--- config.mk ---
export PLATFORM = sky130hd
export DESIGN_NAME = flash_arbiter
export DESIGN_NICKNAME = d
export VERILOG_FILES = /design/src/rtl/flash_arb_pkg.sv /design/src/rtl/flash_rr_pick.sv /design/src/rtl/flash_arbiter.sv
export SDC_FILE = /design/constraint.sdc
export NUM_CORES = 1
export LEC_CHECK = 0
export BUFFER_PORTS_ARGS = -buffer_cell sky130_fd_sc_hd__buf_2
export CORE_ASPECT_RATIO = 1.5
export CORE_UTILIZATION = 40
export CTS_CLUSTER_SIZE = 24
export DETAILED_ROUTE_END_ITERATION = 8
export HOLD_SLACK_MARGIN = 0.03
export PLACE_DENSITY = 0.71
export REMOVE_ABC_BUFFERS = 1
export SLEW_MARGIN = 20
export SYNTH_ARGS = -nofsm -noshare
export SYNTH_HDL_FRONTEND = slang
export SYNTH_SLANG_ARGS = --single-unit
--- constraint.sdc ---
create_clock -name clk -period 2.8 [get_ports clk]
set_clock_uncertainty 0.05 [all_clocks]
set_input_delay 0 -clock clk [delete_from_list [all_inputs] [get_ports clk]]
set_output_delay 0 -clock clk [all_outputs]
set_load 0.03 [all_outputs]
--- src/rtl/flash_arb_pkg.sv ---
// Shared constants and state encoding for the two-port flash read arbiter.
package flash_arb_pkg;
  localparam int FLASH_ADDR_W = 23;
  localparam int FLASH_DATA_W = 32;
  localparam logic [31:0] TIMEOUT_DATA = 32'hDEAD_BEEF;

  typedef enum logic [1:0] {
    IDLE      = 2'd0,
    ISSUE     = 2'd1,
    WAIT_DATA = 2'd2
  } flash_st_e;
endpackage

--- src/rtl/flash_rr_pick.sv ---
// Two-request round-robin pick: on contention the requester that did not win last time goes.
module flash_rr_pick (
  input  logic req0,
  input  logic req1,
  input  logic last_grant,
  output logic gnt0,
  output logic gnt1
);
  assign gnt0 = req0 & (~req1 | last_grant);
  assign gnt1 = req1 & (~req0 | ~last_grant);
endmodule

--- src/rtl/flash_arbiter.sv ---
// Arbitrates two read ports onto one Avalon-MM flash slave, one read outstanding at a time.
// Optional watchdog enabled by defining FLASH_ARB_TIMEOUT_EN.
module flash_arbiter
  import flash_arb_pkg::*;
#(
  parameter int ADDR_W      = FLASH_ADDR_W,
  parameter int DATA_W      = FLASH_DATA_W,
  parameter int TIMEOUT_CYC = 1024
) (
  input  logic              clk,
  input  logic              rst,
  input  logic              rd0_req,
  input  logic [ADDR_W-1:0] rd0_addr,
  output logic              rd0_ack,
  output logic [DATA_W-1:0] rd0_data,
  output logic              rd0_valid,
  output logic              rd0_err,
  input  logic              rd1_req,
  input  logic [ADDR_W-1:0] rd1_addr,
  output logic              rd1_ack,
  output logic [DATA_W-1:0] rd1_data,
  output logic              rd1_valid,
  output logic              rd1_err,
  output logic              flash_mem_read,
  output logic [ADDR_W-1:0] flash_mem_address,
  input  logic              flash_mem_waitrequest,
  input  logic [DATA_W-1:0] flash_mem_readdata,
  input  logic              flash_mem_readdatavalid,
  output logic              flash_mem_write,
  output logic [6:0]        flash_mem_burstcount,
  output logic [3:0]        flash_mem_byteenable,
  output logic [DATA_W-1:0] flash_mem_writedata
);
  localparam logic [1:0] ST_IDLE  = IDLE;
  localparam logic [1:0] ST_ISSUE = ISSUE;
  localparam logic [1:0] ST_WAIT  = WAIT_DATA;

  logic [1:0]        state;
  logic [ADDR_W-1:0] addr_q;
  logic              last_grant;
  logic              gnt0, gnt1;
  logic              idle_ok;
  logic              tmo;
  logic              fin;
  logic [DATA_W-1:0] fin_data;

  flash_rr_pick u_pick (
    .req0       (rd0_req),
    .req1       (rd1_req),
    .last_grant (last_grant),
    .gnt0       (gnt0),
    .gnt1       (gnt1)
  );

  // A grant is held off while a valid pulse is out, so the next one lands the cycle after.
  assign idle_ok = (state == ST_IDLE) & ~rd0_valid & ~rd1_valid & ~rst;
  assign rd0_ack = gnt0 & idle_ok;
  assign rd1_ack = gnt1 & idle_ok;

  assign flash_mem_read       = (state == ST_ISSUE);
  assign flash_mem_address    = addr_q;
  assign flash_mem_write      = 1'b0;
  assign flash_mem_burstcount = 7'd1;
  assign flash_mem_byteenable = 4'hF;
  assign flash_mem_writedata  = '0;

  // Slave data wins over a watchdog expiry landing in the same cycle.
  assign fin      = ((state == ST_WAIT) & flash_mem_readdatavalid) | tmo;
  assign fin_data = ((state == ST_WAIT) & flash_mem_readdatavalid) ? flash_mem_readdata
                                                                   : DATA_W'(TIMEOUT_DATA);

  always_ff @(posedge clk or posedge rst) begin
    if (rst) begin
      state      <= ST_IDLE;
      addr_q     <= '0;
      last_grant <= 1'b1;
      rd0_valid  <= 1'b0;
      rd1_valid  <= 1'b0;
      rd0_data   <= '0;
      rd1_data   <= '0;
    end else begin
      rd0_valid <= 1'b0;
      rd1_valid <= 1'b0;
      case (state)
        ST_IDLE: if (rd0_ack | rd1_ack) begin
          addr_q     <= rd1_ack ? rd1_addr : rd0_addr;
          last_grant <= rd1_ack;
          state      <= ST_ISSUE;
        end
        ST_ISSUE: if (!flash_mem_waitrequest) state <= ST_WAIT;
        ST_WAIT:  ;
        default:  state <= ST_IDLE;
      endcase
      if (fin) begin
        state <= ST_IDLE;
        if (last_grant) begin
          rd1_data  <= fin_data;
          rd1_valid <= 1'b1;
        end else begin
          rd0_data  <= fin_data;
          rd0_valid <= 1'b1;
        end
      end
    end
  end

`ifdef FLASH_ARB_TIMEOUT_EN
  localparam int CNT_W = $clog2(TIMEOUT_CYC + 1);
  logic [CNT_W-1:0] tmo_cnt;

  // Counts cycles spent in ISSUE/WAIT_DATA; expires on the TIMEOUT_CYC-th such cycle.
  assign tmo = (state != ST_IDLE) & (tmo_cnt == CNT_W'(TIMEOUT_CYC - 1));

  always_ff @(posedge clk or posedge rst) begin
    if (rst) begin
      tmo_cnt <= '0;
      rd0_err <= 1'b0;
      rd1_err <= 1'b0;
    end else begin
      tmo_cnt <= (state == ST_IDLE) ? '0 : tmo_cnt + 1'b1;
      rd0_err <= tmo & ~last_grant;
      rd1_err <= tmo & last_grant;
    end
  end
`else
  assign tmo     = 1'b0;
  assign rd0_err = 1'b0;
  assign rd1_err = 1'b0;
`endif
endmodule

==> results.cfg <==
[logic_synthesis]
synth_instances = 281
post_synth_instance_area_mm2 = 0.004100
synth_seq_area_share_pct = 56.18
synth.distinct_cells = 22
synthDominantAreaCellType = sky130_fd_sc_hd__dfrtp_1
synth-seq-cells = 92
netlist_top_cells_area = sky130_fd_sc_hd__dfrtp_1 56%, sky130_fd_sc_hd__mux2_2 30%, sky130_fd_sc_hd__buf_4 8.6%, sky130_fd_sc_hd__dfstp_2 0.64%, sky130_fd_sc_hd__buf_6 0.55%
yosysWarnings = 0
synth_top_area_share_pct = 55.54
post_synth.cell_area_avg_um2 = 14.59

[status]
run_status = complete, but fails checks
violations = design-rule violations

[timing]
rsz_0062_raised_after_global_routing = no
report.final.hold_viol_count = 0
period_share_pct = 79.96
final.setup.tns_ps = 0
achievable-frequency_mhz = 446.7
number_of_pins_with_negative_max_slew_slack_in_the_final_report = 0
layout_min_cycle_time_ps = 2239
setup-violations-final = 0

[worst_setup_path]
critical_path.max_fanout = 23
sum_of_buffers_and_inverters_on_the_critical_path = 2
timing.critical_path.cells = a21boi_2, buf_4, mux2_2, dlygate4sd3_1, mux2_2
critical-path-slowest-cell = sky130_fd_sc_hd__dlygate4sd3_1
path_common_cell = sky130_fd_sc_hd__mux2_2
worst_path_largest_cell_delay_ps = 560
cp_launch_type = flip-flop
critical_path_arrival_ps = 2400
critical-path-top-delay-family = buffers and inverters
criticalPathCategory = reg2reg
cp-end-kind = flip-flop
cp.required_ps = 2970

[placed_design]
place.detailed.instances = 563
routabilityCongestion = 0.7393
port_buffers = 175
detailed_place_hpwl_mm = 6.055

[clock_network]
cts_tree = done
clock_sinks = 92
cts.path.max_buffers = 2
cts_root_buffer = sky130_fd_sc_hd__clkbuf_16
post_cts_buffers = 0
cts.reportedPaths.clkPinSlew_ps = 60
cts_made_buffers = 9
clock_latency_ps = 330
h-tree-depth = 3

[power_and_ir_drop]
total_leakage_power_uw = 0.003046
sequential_share_of_power_pct = 33.7
power.combinational.fraction_pct = 47.8
intPower_uw = 4004
power.ir.vdd_worst_v = 0.0007460
swShare_pct = 41.67
power_density_mw_per_mm2 = 1128
reported_net_switching_power_uw = 2860
power.share.clock_pct = 18.5

[layout]
stdcell_count = 661
finalNetCount = 626
antenna_cells = 0
filler_cell_count = 717
post_route_cells_drive_above_1_share_pct = 56.96
synthToLayoutAreaGrowth_pct = 48.37

[die]
effective_utilization_at_floorplan_pct = 41.84
placeableCoreArea_mm2 = 0.009799
die_h_um = 126
fp.dieArea_mm2 = 0.01067
placement_rows = 44
die_w_um = 84.67
top_level_ports = 222

[global_route]
initial_antenna_violation_count = 0
first_global_vias = 3140
total_grt_overflow = 0
grt_pass1_wl_mm = 14.80
grtUsageTotal_pct = 17.91
pin_count_of_the_biggest_net_entering_global_routing = 35

[detailed_routing]
drt_pre_antenna_iters = 9
avgRoutedWirePerCell_um = 14.23
finalWirelength_mm = 9.404
num_vias = 3030
drc = 21
antenna_left = 0
detail_route.iter0.violations = 91
post_drt_via_cell_ratio = 4.584

[min_path]
holdCritPathClass = in2async

[job]
max_cap_violation_count = 0
-- cell type report --
cell class	instances	area (um^2)	area share [%]
inverter	3	12.51	0.2057
clock inverter	6	87.58	1.440
tap	115	143.9	2.365
sequential	92	2303	37.87
clock buffer	9	225.2	3.702
timing repair buffer	264	1764	29.00
multi-input combinational	172	1546	25.42
-- power groups by stage --
stage | Combinational [uW] | Sequential (uW) | Clock, uW
floorplan | 978 | 3560 | 0
global placement | 3110 | 2310 | 0
detailed placement | 3160 | 2330 | 0
CTS | 3290 | 2320 | 1310
global route | 3440 | 2410 | 1370
finish | 3280 | 2310 | 1270
-- cells by family (layout without fill, tap and decap cells) --
group,Yosys count,in the layout,share of synthesized area (%)
flip-flops,92,92,56.18
other,2,46,0.1832
multiplexers,110,110,30.21
buffers and inverters,61,282,10.38
AO/OA/AOI/OAI,5,5,0.8544
AND/OR/NAND/NOR,11,11,2.197
-- timing repair --
action                    CTS  global route
hold buffers               83             0
resized for setup           0             0
hold endpoints to repair  115             0
-- registers in the layout, indices dropped and copies added, names as in the netlist --
signal / count
rd0_data: 32
rd1_data: 32
flash_mem_address: 23
state: 2
last_grant: 1
rd0_valid: 1
rd1_valid: 1
-- cell usage in the layout (no fill, tap or decap), drive strengths merged, types with 2 or more instances in the layout --
cell         count
buf            181
inv              4
nand2b           3
clkinv           3
o31ai            2
conb            46
clkbuf           9
mux2           110
dlygate4sd3     83
dfrtp           91
nor3b            2
bufinv           2
-- layer usage --
metal | share of wire [%] | global-route usage, %
met1 | 37 | 19.32
met2 | 53 | 32.76
met3 | 8.1 | 4.980
met4 | 1.7 | 7.079
met5 | 0 | 0
-- worst min-delay path, cell delays in order --
cell and delay, ps:
sky130_fd_sc_hd__dlygate4sd3_1 530, sky130_fd_sc_hd__buf_2 130, sky130_fd_sc_hd__clkinv_2 310
-- path summary, 6_finish.rpt --
check | slack, ps | to | depth (start not counted) | start
max reg2reg | 560 | flash_mem_address[11] | 5 | last_grant
max in group asynchronous | 1720 | last_grant | 4 | rst
min reg2reg | 450 | rd1_data[24] | 1 | rd1_data[24]
min in group clk | 380 | state[0] | 5 | rd0_req
max | 560 | flash_mem_address[11] | 5 | last_grant
min | 170 | rd1_data[16] | 3 | rst
-- per-stage QoR --
| stage | worst slack, ps | area [um^2] | power, uW | utilization [%] | hold WS, ps |
|---|---|---|---|---|---|
| 2_1_floorplan | 239.7 | 3851 | 4533 | - | 58.51 |
| 6_report | 561.3 | 6083 | 6865 | 62.08 | 174.5 |
| 3_3_place_gp | 771.0 | 4940 | 5412 | 50.41 | -22.21 |
| 3_5_place_dp | 711.8 | 4940 | 5491 | 50.41 | -16.23 |
| 4_1_cts | 594.8 | 6083 | 6922 | 62.08 | 170.9 |
| 5_1_grt | 468.2 | 6083 | 7212 | 62.08 | 224.5 |
-- Yosys cell counts --
| library cell | count |
|---|---|
| sky130_fd_sc_hd__mux2_2 | 110 |
| sky130_fd_sc_hd__dfrtp_1 | 91 |
| sky130_fd_sc_hd__buf_4 | 47 |
| sky130_fd_sc_hd__clkbuf_1 | 5 |
| sky130_fd_sc_hd__buf_2 | 4 |
| sky130_fd_sc_hd__inv_1 | 3 |
| sky130_fd_sc_hd__nand2b_1 | 3 |
| sky130_fd_sc_hd__buf_6 | 2 |
| sky130_fd_sc_hd__conb_1 | 2 |
| sky130_fd_sc_hd__o31ai_1 | 2 |
| sky130_fd_sc_hd__a21boi_1 | 1 |
| sky130_fd_sc_hd__a21o_1 | 1 |
| sky130_fd_sc_hd__dfstp_2 | 1 |
| sky130_fd_sc_hd__nand4b_1 | 1 |
| sky130_fd_sc_hd__nor2_1 | 1 |
| sky130_fd_sc_hd__nor2b_1 | 1 |
| sky130_fd_sc_hd__nor3_4 | 1 |
| sky130_fd_sc_hd__nor3b_1 | 1 |
| sky130_fd_sc_hd__nor3b_2 | 1 |
| sky130_fd_sc_hd__nor4b_1 | 1 |
| sky130_fd_sc_hd__o21ai_0 | 1 |
| sky130_fd_sc_hd__or4_1 | 1 |
(Power assumes the default switching activity.)
